`config.mk`:
```
export PLATFORM = sky130hd
export DESIGN_NAME = fire_sequencer_flat
export DESIGN_NICKNAME = d
export VERILOG_FILES = /design/src/rtl/fire_sequencer_if.sv /design/src/rtl/fire_sequencer.sv /design/src/flat_wrapper.sv
export SDC_FILE = /design/constraint.sdc
export NUM_CORES = 1
export LEC_CHECK = 0
export BUFFER_PORTS_ARGS = -buffer_cell sky130_fd_sc_hd__buf_2
export CAP_MARGIN = 20
export CORE_MARGIN = 3
export CORE_UTILIZATION = 57
export CTS_CLUSTER_DIAMETER = 40
export DETAILED_ROUTE_END_ITERATION = 10
export MAX_ROUTING_LAYER = met4
export PLACE_DENSITY = 0.8
export SLEW_MARGIN = 10
export SYNTH_ARGS = -nofsm -noshare
export SYNTH_HDL_FRONTEND = slang
export SYNTH_SLANG_ARGS = --single-unit
```
`constraint.sdc`:
```
create_clock -name clk -period 2.86 [get_ports clk]
set_clock_uncertainty 0.2 [all_clocks]
set_input_delay 0.429 -clock clk [delete_from_list [all_inputs] [get_ports clk]]
set_output_delay 0.429 -clock clk [all_outputs]
set_load 0.005 [all_outputs]
```
`src/rtl/fire_sequencer_if.sv`:
```
// Handshake bundle shared by the fire sequencer, its request source and the downstream timer.
// master = sequencer side, slave = environment (request source plus timer).
interface fire_sequencer_if;
  logic       req_valid;
  logic [1:0] req_mode;
  logic       req_ready;
  logic       fire_valid;
  logic [1:0] mode;
  logic       fire_ready;
  logic       done;

  modport master (
    input  req_valid, req_mode, fire_ready, done,
    output req_ready, fire_valid, mode
  );

  modport slave (
    output req_valid, req_mode, fire_ready, done,
    input  req_ready, fire_valid, mode
  );
endinterface

```
`src/rtl/fire_sequencer.sv`:
```
// Queues timer fire requests and issues them one at a time to a single-shot timer,
// enforcing an idle gap after each completion and flagging timers that never finish.
//   state        | meaning
//   ST_IDLE      | queue empty, nothing offered to the timer
//   ST_ISSUE     | head request offered (fire_valid=1) until the timer accepts it
//   ST_WAIT_DONE | timer running; timeout counter advancing
//   ST_GAP       | enforced idle cycles after done or timeout
module fire_sequencer #(
  parameter int DEPTH   = 4,
  parameter int GAP     = 4,
  parameter int TIMEOUT = 300
) (
  input  logic                   clk,
  input  logic                   rst_n,
  fire_sequencer_if.master       bus,
  output logic [$clog2(DEPTH):0] pending,
  output logic [7:0]             issued,
  output logic                   timeout_err
);
  localparam int AW = $clog2(DEPTH);
  localparam int PW = AW + 1;
  localparam logic [PW-1:0] FULL     = PW'(DEPTH);
  localparam logic [3:0]    GAP_LOAD = 4'(GAP);
  localparam logic [8:0]    TMO_LAST = 9'(TIMEOUT - 1);

  typedef enum logic [1:0] {ST_IDLE, ST_ISSUE, ST_WAIT_DONE, ST_GAP} state_t;

  state_t        state;
  state_t        after_gap;
  logic [1:0]    mem [DEPTH];
  logic [AW-1:0] wr_ptr;
  logic [AW-1:0] rd_ptr;
  logic [3:0]    gap_cnt;
  logic [8:0]    tmo_cnt;
  logic          push;
  logic          pop;

  assign push      = bus.req_valid && bus.req_ready;
  assign pop       = (state == ST_ISSUE) && bus.fire_ready;
  assign after_gap = (pending != '0) ? ST_ISSUE : ST_IDLE;

  // Outputs decode registered state only, so no input reaches an output combinationally.
  assign bus.req_ready  = (pending != FULL);
  assign bus.fire_valid = (state == ST_ISSUE);
  assign bus.mode       = (state == ST_ISSUE) ? mem[rd_ptr] : 2'b00;

  always_ff @(posedge clk) begin
    if (push) mem[wr_ptr] <= bus.req_mode;
  end

  always_ff @(posedge clk or negedge rst_n) begin
    if (!rst_n) begin
      state       <= ST_IDLE;
      wr_ptr      <= '0;
      rd_ptr      <= '0;
      pending     <= '0;
      issued      <= '0;
      timeout_err <= 1'b0;
      gap_cnt     <= '0;
      tmo_cnt     <= '0;
    end else begin
      if (push) wr_ptr <= wr_ptr + AW'(1);
      if (pop) begin
        rd_ptr <= rd_ptr + AW'(1);
        issued <= issued + 8'd1;
      end
      if (push && !pop)      pending <= pending + PW'(1);
      else if (pop && !push) pending <= pending - PW'(1);

      case (state)
        ST_IDLE: begin
          if (pending != '0) state <= ST_ISSUE;
        end
        ST_ISSUE: begin
          if (bus.fire_ready) begin
            tmo_cnt <= '0;
            state   <= ST_WAIT_DONE;
          end
        end
        ST_WAIT_DONE: begin
          tmo_cnt <= tmo_cnt + 9'd1;
          // A done arriving on the timeout edge wins and leaves the error clear.
          if (bus.done || (tmo_cnt == TMO_LAST)) begin
            if (!bus.done) timeout_err <= 1'b1;
            if (GAP == 0) begin
              state <= after_gap;
            end else begin
              gap_cnt <= GAP_LOAD;
              state   <= ST_GAP;
            end
          end
        end
        ST_GAP: begin
          gap_cnt <= gap_cnt - 4'd1;
          if (gap_cnt == 4'd1) state <= after_gap;
        end
        default: state <= ST_IDLE;
      endcase
    end
  end
endmodule
```
`src/flat_wrapper.sv`:
```
// flat-port wrapper written by rule: the top's interface ports become plain ports
module fire_sequencer_flat 
#(
  parameter int DEPTH   = 4,
  parameter int GAP     = 4,
  parameter int TIMEOUT = 300
)
  (clk, rst_n, pending, issued, timeout_err, bus_req_valid, bus_req_mode, bus_fire_ready, bus_done, bus_req_ready, bus_fire_valid, bus_mode);
  fire_sequencer_if bus_i ();
  input  logic clk;
  input  logic rst_n;
  output logic [$clog2(DEPTH):0] pending;
  output logic [7:0] issued;
  output logic timeout_err;
  input wire logic [$bits(bus_i.req_valid)-1:0] bus_req_valid;
  input wire logic [$bits(bus_i.req_mode)-1:0] bus_req_mode;
  input wire logic [$bits(bus_i.fire_ready)-1:0] bus_fire_ready;
  input wire logic [$bits(bus_i.done)-1:0] bus_done;
  output wire logic [$bits(bus_i.req_ready)-1:0] bus_req_ready;
  output wire logic [$bits(bus_i.fire_valid)-1:0] bus_fire_valid;
  output wire logic [$bits(bus_i.mode)-1:0] bus_mode;
  assign bus_i.req_valid = bus_req_valid;
  assign bus_i.req_mode = bus_req_mode;
  assign bus_i.fire_ready = bus_fire_ready;
  assign bus_i.done = bus_done;
  assign bus_req_ready = bus_i.req_ready;
  assign bus_fire_valid = bus_i.fire_valid;
  assign bus_mode = bus_i.mode;
  fire_sequencer #(.DEPTH(DEPTH), .GAP(GAP), .TIMEOUT(TIMEOUT)) u_core (.clk(clk), .rst_n(rst_n), .bus(bus_i), .pending(pending), .issued(issued), .timeout_err(timeout_err));
endmodule
```
==> metrics.md, run 1 <==
| Metric | Value |
|---|---|
| CTS Buffer Depth | `2` |
| R2R cell count | `8` |
| Mapped cell area | `0.00198 mm²` |
| Worst-path fanout max | `8` |
| Clk Latency, worst-skew pair | `0.34 ns` |
| Crit path DAT | `2.68 ns` |
| Routability Congestion | `0.774` |
| WS Path Type | `reg2reg` |
| Pins over their slew limit | `0` |
| Gate Count Post-Synth | `170` |
| Layout cell share with drive strength beyond 1 | `0.204` |
| Setup TNS | `0 ns` |
| Number of core rows | `20` |
| DR pass1 iterations | `4` |
| Comb power frac | `0.399` |
| Fin nets | `222` |
| Ant. Diodes | `0` |
| Pre-CTS WS | `0.260 ns` |
| Status | `finished, final reports clean` |
| TritonCTS clock tree | `built` |
| DR vias/cell | `5.40` |
| Seq/Total Area, Yosys | `0.513` |
| Largest net degree at the start of global routing | `32` |
| Int Power | `1460 µW` |
| Startpoint class of the critical path | `flip-flop` |
| Post-synth EDFFs | `8` |
| Final cycle utilization of the critical path | `0.927` |
| Hold path startpoint | `bus_req_mode[0]` |
| Switching share of power | `0.358` |
| #FFs+latches synth | `39` |
| Sequential share of power | `0.405` |
| Maximum vdd drop | `0.705 mV` |
| M1 WL | `1.43 mm` |
| Residual DRC | `0` |
| Mean post-synth cell area | `11.7 µm²` |
| Layout Area Growth over Synthesis | `14.0%` |
| CTS clk-pin slew, worst paths | `0.11 ns` |
| Slew margin rel. | `0.532` |
| CP Data Required Time | `2.89 ns` |
| MaxCap Viol Count | `0` |
| Power per cell area | `1010 mW/mm²` |
| Synth unique cells | `40` |
| Hold crit path type | `in2reg` |
| Worst path max stage delay | `0.46 ns` |
| Fmax | `0.377 GHz` |
| Final Routed Wirelength | `3.46 mm` |
| Initial Util | `0.623` |
| CP max-delay cell | `dfrtp_1` |
| GRT overflow | `0` |
| Wire length of the first global-routing pass | `6.41 mm` |
| Leakage | `0.00104 µW` |
| Post-route setup slack | `0.208 ns` |
| Cell Chain, Critical Path | `inv_1 > ha_1 > and2_0 > clkinv_1 > ha_1 > inv_1 > fa_1 > mux2_2` |
| CTS buffer count | `5` |
| DP Wirelength | `2.62 mm` |
| Post-synth ARST share | `0.795` |
| Sw Pwr | `814 µW` |
| Count of final hold-check violations | `0` |
| IO Count | `23` |
| Unrepaired setup endpoints after global routing | `false` |
| Crit end category | `flip-flop` |
| Crit. path cell count | `8` |
| Top post-synthesis cells by area | `dfrtp_1, edfxtp_1, ha_1` |
| Initial antenna violation count | `0` |
| Overall Global Routing Usage | `0.203` |
| Setup violators final | `0` |
| Fillers | `243` |
| Top sig layer | `met4` |
| Clock power share | `0.197` |
| Reg-to-Reg Start | `u_core.state[1]` |
| Period minus WS final | `2.65 ns` |
| Hold Path End | `u_core.mem[3][0]` |
| Post-route antenna net violation count | `0` |
| DIE HEIGHT | `64.9 µm` |
| WHS Path Cells | `1` |
| Ys Warns | `0` |
| Die area | `0.00422 mm²` |
| Pwr Total | `2280 µW` |
| Core ar. | `0.00318 mm²` |
| CP top delay family | `adder cells` |
| 1st-iter DRT viols | `96` |
| H-Tree Depth | `2` |
| Routed via count | `1322` |
| Clock sinks | `39` |
| Crit path buf inv count | `3` |
| Most common cell in the netlist | `dfrtp_1` |
| R2R Setup Slk | `0.21 ns` |
| Synth area leader | `dfrtp_1` |
| Synth top area share | `0.392` |
| Wire per inst | `14.1 µm` |
| Vias in the first global route | `1437` |
| Synth cell count leaders | `dfrtp_1, xnor2_1, ha_1, nor2_1, nand2_1` |
| Die W | `64.9 µm` |
| Clock Tree Root | `clkbuf_4` |
| Metal3 WL | `115 µm` |
| PortBufs | `22` |
| Reg-to-Reg End | `u_core.pending[1]` |
| Tightest Pin Transition | `0.702 ns` |
| Syn Nets | `192` |
| Met2 WL | `1.85 mm` |
| Ys flop type | `dfrtp_1` |
==> worst register-to-register path, stage by stage (launching register included) <==
cell and delay, ns:
dfrtp_1 0.46, inv_1 0.13, ha_1 0.29, and2_0 0.32, clkinv_1 0.15, ha_1 0.25, inv_1 0.08, fa_1 0.41
mux2_2 0.27
==> sequential cells by signal, summed over array words and instances (netlist names) <==
name / cells
u_core.state: 2
u_core.rd_ptr: 2
u_core.gap_cnt: 4
u_core.timeout_err: 1
u_core.mem: 8
u_core.pending: 3
u_core.wr_ptr: 2
u_core.tmo_cnt: 9
u_core.issued: 8
==> timing repair <==
action	CTS	global route
hold buffers	1	0
gates resized for setup	0	0
hold endpoints to repair	31	0
buffers inserted	0	0
==> final cells by class <==
| type | instances | area (µm²) | area share |
|---|---|---|---|
| Clock buffer | 5 | 37.5 | 0.0166 |
| Multi-Input combinational cell | 118 | 908 | 0.402 |
| Tap cell | 44 | 55.1 | 0.0244 |
| Sequential cell | 39 | 1020 | 0.450 |
| Inverter | 12 | 45.0 | 0.0200 |
| Clock inverter | 3 | 67.6 | 0.0299 |
| Timing Repair Buffer | 24 | 128 | 0.0565 |
==> placed cells by master, fill, tap and decap left out, types with 6 or more instances in the layout <==
cell	instances
ha_1	14
nand4_1	6
xnor2_1	15
dfrtp_1	31
nand2_1	13
edfxtp_1	8
nor2_1	14
inv_1	11
buf_2	22
==> logic make-up after synthesis <==
logic type	after synthesis	share of synthesized area
buffers and inverters	13	0.0284
XOR/XNOR	20	0.0884
flip-flops	39	0.513
AO/OA/AOI/OAI	16	0.0607
adder cells (fa/ha/maj)	15	0.0985
multiplexers	8	0.0581
AND/OR/NAND/NOR	59	0.153
==> routing by layer <==
layer  up-vias  global-route usage
li1        648                   -
met1       639               0.237
met2        26               0.335
met3         9              0.0520
met4         0              0.0818
met5         -                   -
==> worst max path at each step <==
stage	from	endpoint	slack, ns
final	u_core.state[1]	u_core.pending[1]	0.21
after global routing	u_core.state[1]	u_core.pending[1]	0.006
after CTS	u_core.state[1]	u_core.pending[1]	0.20
after detailed placement	u_core.state[1]	u_core.pending[1]	0.26
after global placement	u_core.state[1]	u_core.pending[1]	0.37
after floorplan	u_core.state[1]	u_core.pending[1]	0.35
==> power by group through the flow <==
stage	clock network [µW]	logic [µW]	registers, µW
floorplan	0	665	899
global placement	0	839	910
detailed placement	0	905	929
CTS	460	921	920
global route	485	1030	952
finish	448	907	921
==> metrics by stage <==
stage | area [µm²] | hold WS, ns | std cells | util
finish | 2260 | 0.106 | 245 | 0.710
global route | 2260 | 0.0953 | 245 | 0.710
CTS | 2260 | 0.0980 | 245 | 0.710
detailed placement | 2140 | 0.262 | 236 | 0.674
global placement | 2140 | 0.234 | 236 | 0.674
floorplan | 1980 | -0.0666 | 170 | -
Power figures use the tool's default switching activity.
==> run 2, diff against run 1 <==
--- a/config.mk
+++ b/config.mk
@@ -6,13 +6,13 @@
 export NUM_CORES = 1
 export LEC_CHECK = 0
 export BUFFER_PORTS_ARGS = -buffer_cell sky130_fd_sc_hd__buf_2
-export CAP_MARGIN = 20
 export CORE_MARGIN = 3
-export CORE_UTILIZATION = 57
+export CORE_UTILIZATION = 60
+export CTS_BUF_LIST = sky130_fd_sc_hd__clkbuf_8
 export CTS_CLUSTER_DIAMETER = 40
 export DETAILED_ROUTE_END_ITERATION = 10
 export MAX_ROUTING_LAYER = met4
-export PLACE_DENSITY = 0.8
+export PLACE_DENSITY = 0.84
 export SLEW_MARGIN = 10
 export SYNTH_ARGS = -nofsm -noshare
 export SYNTH_HDL_FRONTEND = slang
==> run 2 against run 1 <==
Net effect: via count is 1.8% higher; maximum frequency rose by 0.82%; global-route usage up 0.57 points; clock power decreased by 16%; non-clock buffer count unchanged; total power down 3.4%; wire length grew 3.4%; design area fell by 0.61%; combinational power down 0.9%; setup slack improved by 0.022 ns; sequential cell count stayed put; die area shrank 4.5%; critical endpoint unchanged; largest cell class unchanged.
==> metrics.md, run 2 (same netlist as run 1, synthesis figures left out) <==
| Metric | Value |
|---|---|
| Status | `finished, final reports clean (unchanged)` |
| Post-route antenna net violation count | `0 (unchanged)` |
| Period minus WS final | `2.63 ns (was 2.65 ns)` |
| Most frequent cells in the layout | `dfrtp_1, buf_2, xnor2_1 (unchanged)` |
| Fin nets | `222 (unchanged)` |
| Fmax | `0.380 GHz (was 0.377 GHz)` |
| Layout Area Growth over Synthesis | `13.3% (was 14.0%)` |
| Routed via count | `1346 (was 1322)` |
| Initial antenna violation count | `0 (unchanged)` |
| Worst-path fanout max | `8 (unchanged)` |
| Count of final hold-check violations | `0 (unchanged)` |
| Cell Chain, Critical Path | `inv_1 > ha_1 > and2_1 > clkinv_1 > ha_1 > inv_1 > fa_1 > mux2_2 (was inv_1 > ha_1 > and2_0 > clkinv_1 > ha_1 > inv_1 > fa_1 > mux2_2)` |
| Clk Latency, worst-skew pair | `0.29 ns (was 0.34 ns)` |
| Crit end category | `flip-flop (unchanged)` |
| Fin Hold WS | `0.162 ns (was 0.106 ns)` |
| MaxCap Viol Count | `0 (unchanged)` |
| Pins over their slew limit | `0 (unchanged)` |
| Die area | `0.00403 mm² (was 0.00422 mm²)` |
| Startpoint class of the critical path | `flip-flop (unchanged)` |
| WS Path Type | `reg2reg (unchanged)` |
| IO Count | `23 (unchanged)` |
| CTS clk-pin slew, worst paths | `0.07 ns (was 0.11 ns)` |
| PortBufs | `22 (unchanged)` |
| Ant. Diodes | `0 (unchanged)` |
| Largest net degree at the start of global routing | `32 (unchanged)` |
| Number of core rows | `20 (unchanged)` |
| Core ar. | `0.00310 mm² (was 0.00318 mm²)` |
| CTS buffer count | `5 (unchanged)` |
| H-Tree Depth | `2 (unchanged)` |
| Fillers | `227 (was 243)` |
| Post-route setup slack | `0.229 ns (was 0.208 ns)` |
| Leakage | `0.00104 µW (about the same)` |
| Initial Util | `0.638 (was 0.623)` |
| Setup TNS | `0 ns (unchanged)` |
| Die W | `63.5 µm (was 64.9 µm)` |
| Overall Global Routing Usage | `0.209 (was 0.203)` |
| CTS Buffer Depth | `2 (unchanged)` |
| Slew margin rel. | `0.550 (was 0.532)` |
| Routability Congestion | `0.837 (was 0.774)` |
| Crit path DAT | `2.60 ns (was 2.68 ns)` |
| GRT overflow | `0 (unchanged)` |
| Wire per inst | `14.6 µm (was 14.1 µm)` |
| Hold crit path type | `in2reg (unchanged)` |
| Residual DRC | `0 (unchanged)` |
| DR pass1 iterations | `4 (unchanged)` |
| Setup violators final | `0 (unchanged)` |
| Final Routed Wirelength | `3.57 mm (was 3.46 mm)` |
| Pwr Total | `2200 µW (was 2280 µW)` |
| Pre-CTS WS | `0.234 ns (was 0.260 ns)` |
| Largest registers | `u_core.tmo_cnt x9, u_core.issued x8, u_core.mem x8 (unchanged)` |
| Hold Path End | `u_core.mem[3][0] (unchanged)` |
| Clock Tree Root | `clkbuf_8 (was clkbuf_4)` |
| Reg-to-Reg Start | `u_core.state[1] (unchanged)` |
| Worst path max stage delay | `0.43 ns (was 0.46 ns)` |
| Clock sinks | `39 (unchanged)` |
| R2R cell count | `8 (unchanged)` |
| DP Wirelength | `2.65 mm (was 2.62 mm)` |
| Crit path buf inv count | `3 (unchanged)` |
| Layout cell share with drive strength beyond 1 | `0.199 (was 0.204)` |
| TritonCTS clock tree | `built (unchanged)` |
| Final cycle utilization of the critical path | `0.920 (was 0.927)` |
| CP max-delay cell | `dfrtp_1 (unchanged)` |
| CP top delay family | `adder cells (unchanged)` |
| WHS Path Cells | `1 (unchanged)` |
| R2R Setup Slk | `0.23 ns (was 0.21 ns)` |
| Wire length of the first global-routing pass | `6.26 mm (was 6.41 mm)` |
| Maximum vdd drop | `0.691 mV (was 0.705 mV)` |
| Tightest Pin Transition | `0.675 ns (was 0.702 ns)` |
| Unrepaired setup endpoints after global routing | `false (unchanged)` |
| Largest Register | `u_core.tmo_cnt (unchanged)` |
| Commonest non-fill, non-tap cell in the layout | `dfrtp_1 (unchanged)` |
| Max reg flops | `9 (unchanged)` |
| 1st-iter DRT viols | `54 (was 96)` |
| DIE HEIGHT | `63.5 µm (was 64.9 µm)` |
| Hold path startpoint | `bus_req_mode[0] (unchanged)` |
| CP Data Required Time | `2.83 ns (was 2.89 ns)` |
| DR vias/cell | `5.49 (was 5.40)` |
| Reg-to-Reg End | `u_core.pending[1] (unchanged)` |
| Vias in the first global route | `1400 (was 1437)` |
| Power per cell area | `980 mW/mm² (was 1010 mW/mm²)` |
## run 2: cell count changes in the layout (fill, tap and decap cells not counted), sizes merged
cell and change:
bufinv -2, clkbuf +1, clkinv +1, clkinvlp -1, inv +1
## run 2: layout make-up
type                       count  area, µm²  area share
clock inverter                 2       8.76     0.00390
clock buffer                   6       82.6      0.0368
sequential                    39       1020       0.453
inverter                      12       45.0      0.0201
timing repair buffer          24        128      0.0569
multi-input combinational    118        908       0.405
tap                           44       55.1      0.0245
## run 2: metal layers
| metal | global-route usage | wire length (µm) | vias to the layer above |
|---|---|---|---|
| li1 | - | - | 649 |
| met1 | 0.238 | 1540 | 663 |
| met2 | 0.351 | 1840 | 27 |
| met3 | 0.0499 | 120 | 7 |
| met4 | 0.0889 | 65 | 0 |
| met5 | - | 0 | - |
## run 2: stage by stage
| stage | util | instances | cell area, µm² |
|---|---|---|---|
| floorplan | - | 170 | 1980 |
| global placement | 0.690 | 236 | 2140 |
| detailed placement | 0.690 | 236 | 2140 |
| CTS | 0.723 | 245 | 2240 |
| global route | 0.723 | 245 | 2240 |
| finish | 0.723 | 245 | 2240 |
## run 2: worst max-delay path by stage
stage | depth (start not counted) | slack, ns | end | start
global route | 8 | 0.05 | u_core.pending[1] | u_core.state[1]
CTS | 8 | 0.16 | u_core.pending[1] | u_core.state[1]
floorplan | 8 | 0.35 | u_core.pending[1] | u_core.state[1]
global placement | 8 | 0.39 | u_core.pending[1] | u_core.state[1]
detailed placement | 8 | 0.23 | u_core.pending[1] | u_core.state[1]
finish | 8 | 0.23 | u_core.pending[1] | u_core.state[1]
## run 2: report_power, final
part / internal [µW] / switching (µW) / total, µW
Clock: 191 / 184 / 375
Combinational: 444 / 455 / 899
Sequential: 745 / 179 / 924
Total: 1380 / 819 / 2200
## run 2: timing repair
item | in CTS | in global routing
endpoints found under the setup margin | 0 | 1
gates resized for setup | 0 | 1
hold buffers | 1 | 0
setup buffers | 0 | 0
endpoints found under the hold margin | 7 | 0
==> run 3, diff against run 2 <==
--- a/config.mk
+++ b/config.mk
@@ -12,7 +12,7 @@
 export CTS_CLUSTER_DIAMETER = 40
 export DETAILED_ROUTE_END_ITERATION = 10
 export MAX_ROUTING_LAYER = met4
-export PLACE_DENSITY = 0.84
+export PLACE_DENSITY = 0.89
 export SLEW_MARGIN = 10
 export SYNTH_ARGS = -nofsm -noshare
 export SYNTH_HDL_FRONTEND = slang
==> run 3 against run 2 <==
Net effect: setup slack improved by 0.13 ns; sequential power rose by 0.5%; sequential share of layout area fell by 0.52 points; highest routed layer unchanged; largest power group unchanged; total power rose by 4.0%; via count rose by 3.1%; non-clock buffer count rose by 1; die area did not move.
==> metrics.md, run 3 (same netlist as run 1, synthesis figures left out) <==
| Metric | Value |
|---|---|
| Largest registers | `u_core.tmo_cnt x9, u_core.issued x8, u_core.mem x8 (unchanged)` |
| Residual DRC | `0 (unchanged)` |
| Hold crit path type | `in2reg (unchanged)` |
| MaxCap Viol Count | `0 (unchanged)` |
| Power per cell area | `1010 mW/mm² (was 980 mW/mm²)` |
| DP Wirelength | `2.73 mm (was 2.65 mm)` |
| Clock sinks | `39 (unchanged)` |
| Core ar. | `0.00310 mm² (unchanged)` |
| Number of core rows | `20 (unchanged)` |
| CTS Buffer Depth | `2 (unchanged)` |
| DR vias/cell | `5.64 (was 5.49)` |
| Leakage | `0.00105 µW (was 0.00104 µW)` |
| Layout Area Growth over Synthesis | `14.6% (was 13.3%)` |
| Wire per inst | `15.0 µm (was 14.6 µm)` |
| Number of post-CTS setup repair buffers | `0 (unchanged)` |
| Most frequent cells in the layout | `dfrtp_1, buf_2, xnor2_1 (unchanged)` |
| CTS buffer count | `5 (unchanged)` |
| Clk Latency, worst-skew pair | `0.28 ns (was 0.29 ns)` |
| Wire length of the first global-routing pass | `6.48 mm (was 6.26 mm)` |
| DR pass1 iterations | `4 (unchanged)` |
| Max reg flops | `9 (unchanged)` |
| Unrepaired setup endpoints after global routing | `false (unchanged)` |
| Vias in the first global route | `1435 (was 1400)` |
| Slew margin rel. | `0.565 (was 0.550)` |
| Pins over their slew limit | `0 (unchanged)` |
| Post-route setup slack | `0.356 ns (was 0.229 ns)` |
| Routed via count | `1388 (was 1346)` |
| Setup crit start | `u_core.state[1] (unchanged)` |
| Post-route antenna net violation count | `0 (unchanged)` |
| Largest net degree at the start of global routing | `32 (unchanged)` |
| Layout cell share with drive strength beyond 1 | `0.203 (was 0.199)` |
| Routability Congestion | `0.793 (was 0.837)` |
| CTS clk-pin slew, worst paths | `0.07 ns (about the same)` |
| Fillers | `232 (was 227)` |
| GRT overflow | `0 (unchanged)` |
| TritonCTS clock tree | `built (unchanged)` |
| Overall Global Routing Usage | `0.211 (was 0.209)` |
| Ant. Diodes | `0 (unchanged)` |
| Initial Util | `0.638 (unchanged)` |
| Tightest Pin Transition | `0.635 ns (was 0.675 ns)` |
| Setup TNS | `0 ns (unchanged)` |
| Hold path startpoint | `bus_req_mode[1] (was bus_req_mode[0])` |
| Post-cts resize count | `0 (unchanged)` |
| Period minus WS final | `2.50 ns (was 2.63 ns)` |
| Largest Register | `u_core.tmo_cnt (unchanged)` |
| Die W | `63.5 µm (unchanged)` |
| CP Data Required Time | `2.87 ns (was 2.83 ns)` |
| Startpoint class of the critical path | `flip-flop (unchanged)` |
| PortBufs | `22 (unchanged)` |
| Crit path DAT | `2.52 ns (was 2.60 ns)` |
| Worst-path fanout max | `8 (unchanged)` |
| H-Tree Depth | `2 (unchanged)` |
| IO Count | `23 (unchanged)` |
| Initial antenna violation count | `0 (unchanged)` |
| Reg-to-Reg Start | `u_core.state[1] (unchanged)` |
| DIE HEIGHT | `63.5 µm (unchanged)` |
| Clock Tree Root | `clkbuf_8 (unchanged)` |
| Commonest non-fill, non-tap cell in the layout | `dfrtp_1 (unchanged)` |
| Multi-input gate area | `908 µm² (unchanged)` |
| Count of final hold-check violations | `0 (unchanged)` |
| Final Routed Wirelength | `3.69 mm (was 3.57 mm)` |
| 1st-iter DRT viols | `97 (was 54)` |
| # hold bufs at CTS | `1 (unchanged)` |
| Pre-CTS WS | `0.422 ns (was 0.234 ns)` |
| WS Path Type | `reg2reg (unchanged)` |
| Die area | `0.00403 mm² (unchanged)` |
| Crit end category | `flip-flop (unchanged)` |
| Status | `finished, final reports clean (unchanged)` |
| Storage cell area | `0.00102 mm² (unchanged)` |
| Fin nets | `223 (was 222)` |
| Fmax | `0.399 GHz (was 0.380 GHz)` |
| Setup violators final | `0 (unchanged)` |
| Final cycle utilization of the critical path | `0.875 (was 0.920)` |
| Maximum vdd drop | `0.676 mV (was 0.691 mV)` |
-- run 3: cell types whose count changed in the layout (fill, tap and decap cells not counted), sizes merged --
cell,previous run,this run
buf,23,24
bufinv,0,1
clkinv,2,1
clkbuf,6,5
clkinvlp,0,1
-- run 3: area by class of cell --
cell class | count | share of cell area
clock buffers | 5 | 0.0303
repair buffers | 25 | 0.0595
well taps | 44 | 0.0243
flip-flops and latches | 39 | 0.448
clock inverters | 3 | 0.0182
multi-input cells | 118 | 0.400
inverters | 12 | 0.0198
-- run 3: power by group --
part	total, µW	switching, µW	internal, µW	leakage (µW)
sequential	929	184	745	0.000466
clock	440	184	256	0.0000556
combinational	917	467	450	0.000524
total	2290	835	1450	0.00105
-- run 3: routing by layer --
layer | vias to the layer above | global-route usage | wire, µm
li1 | 651 | - | -
met1 | 680 | 0.242 | 1480
met2 | 47 | 0.370 | 2000
met3 | 10 | 0.0481 | 129
met4 | 0 | 0.0566 | 79
met5 | - | - | 0
-- run 3: metrics by stage --
stage          hold slack [ns]  utilization  total power, µW  instance area [µm²]  cells
5_1_grt                  0.149        0.731             2470                 2270    246
3_5_place_dp             0.239        0.693             1840                 2150    237
4_1_cts                  0.146        0.731             2300                 2270    246
3_3_place_gp             0.235        0.693             1760                 2150    237
2_1_floorplan          -0.0666            -             1560                 1980    170
6_report                 0.153        0.731             2290                 2270    246
-- run 3: worst paths after layout --
kind                                           end  slack (ns)  cells after the start
worst max-delay path             u_core.pending[2]        0.36                     10
worst min-delay path              u_core.mem[3][1]        0.15                      1
worst max register to register   u_core.pending[2]        0.36                     10
worst min register to register  u_core.timeout_err        0.25                      1
max in group asynchronous         u_core.issued[7]        1.51                      2
min in group asynchronous        u_core.tmo_cnt[5]        0.52                      2
-- run 3: worst max-delay path, stage by stage, from the launching register on --
cell and delay (ns):
dfrtp_1 0.43, inv_1 0.11, ha_1 0.28, and2_0 0.21, clkinv_1 0.07, ha_1 0.19, inv_1 0.07, fa_1 0.41
xor2_1 0.19, nor2_1 0.13, xor2_1 0.15
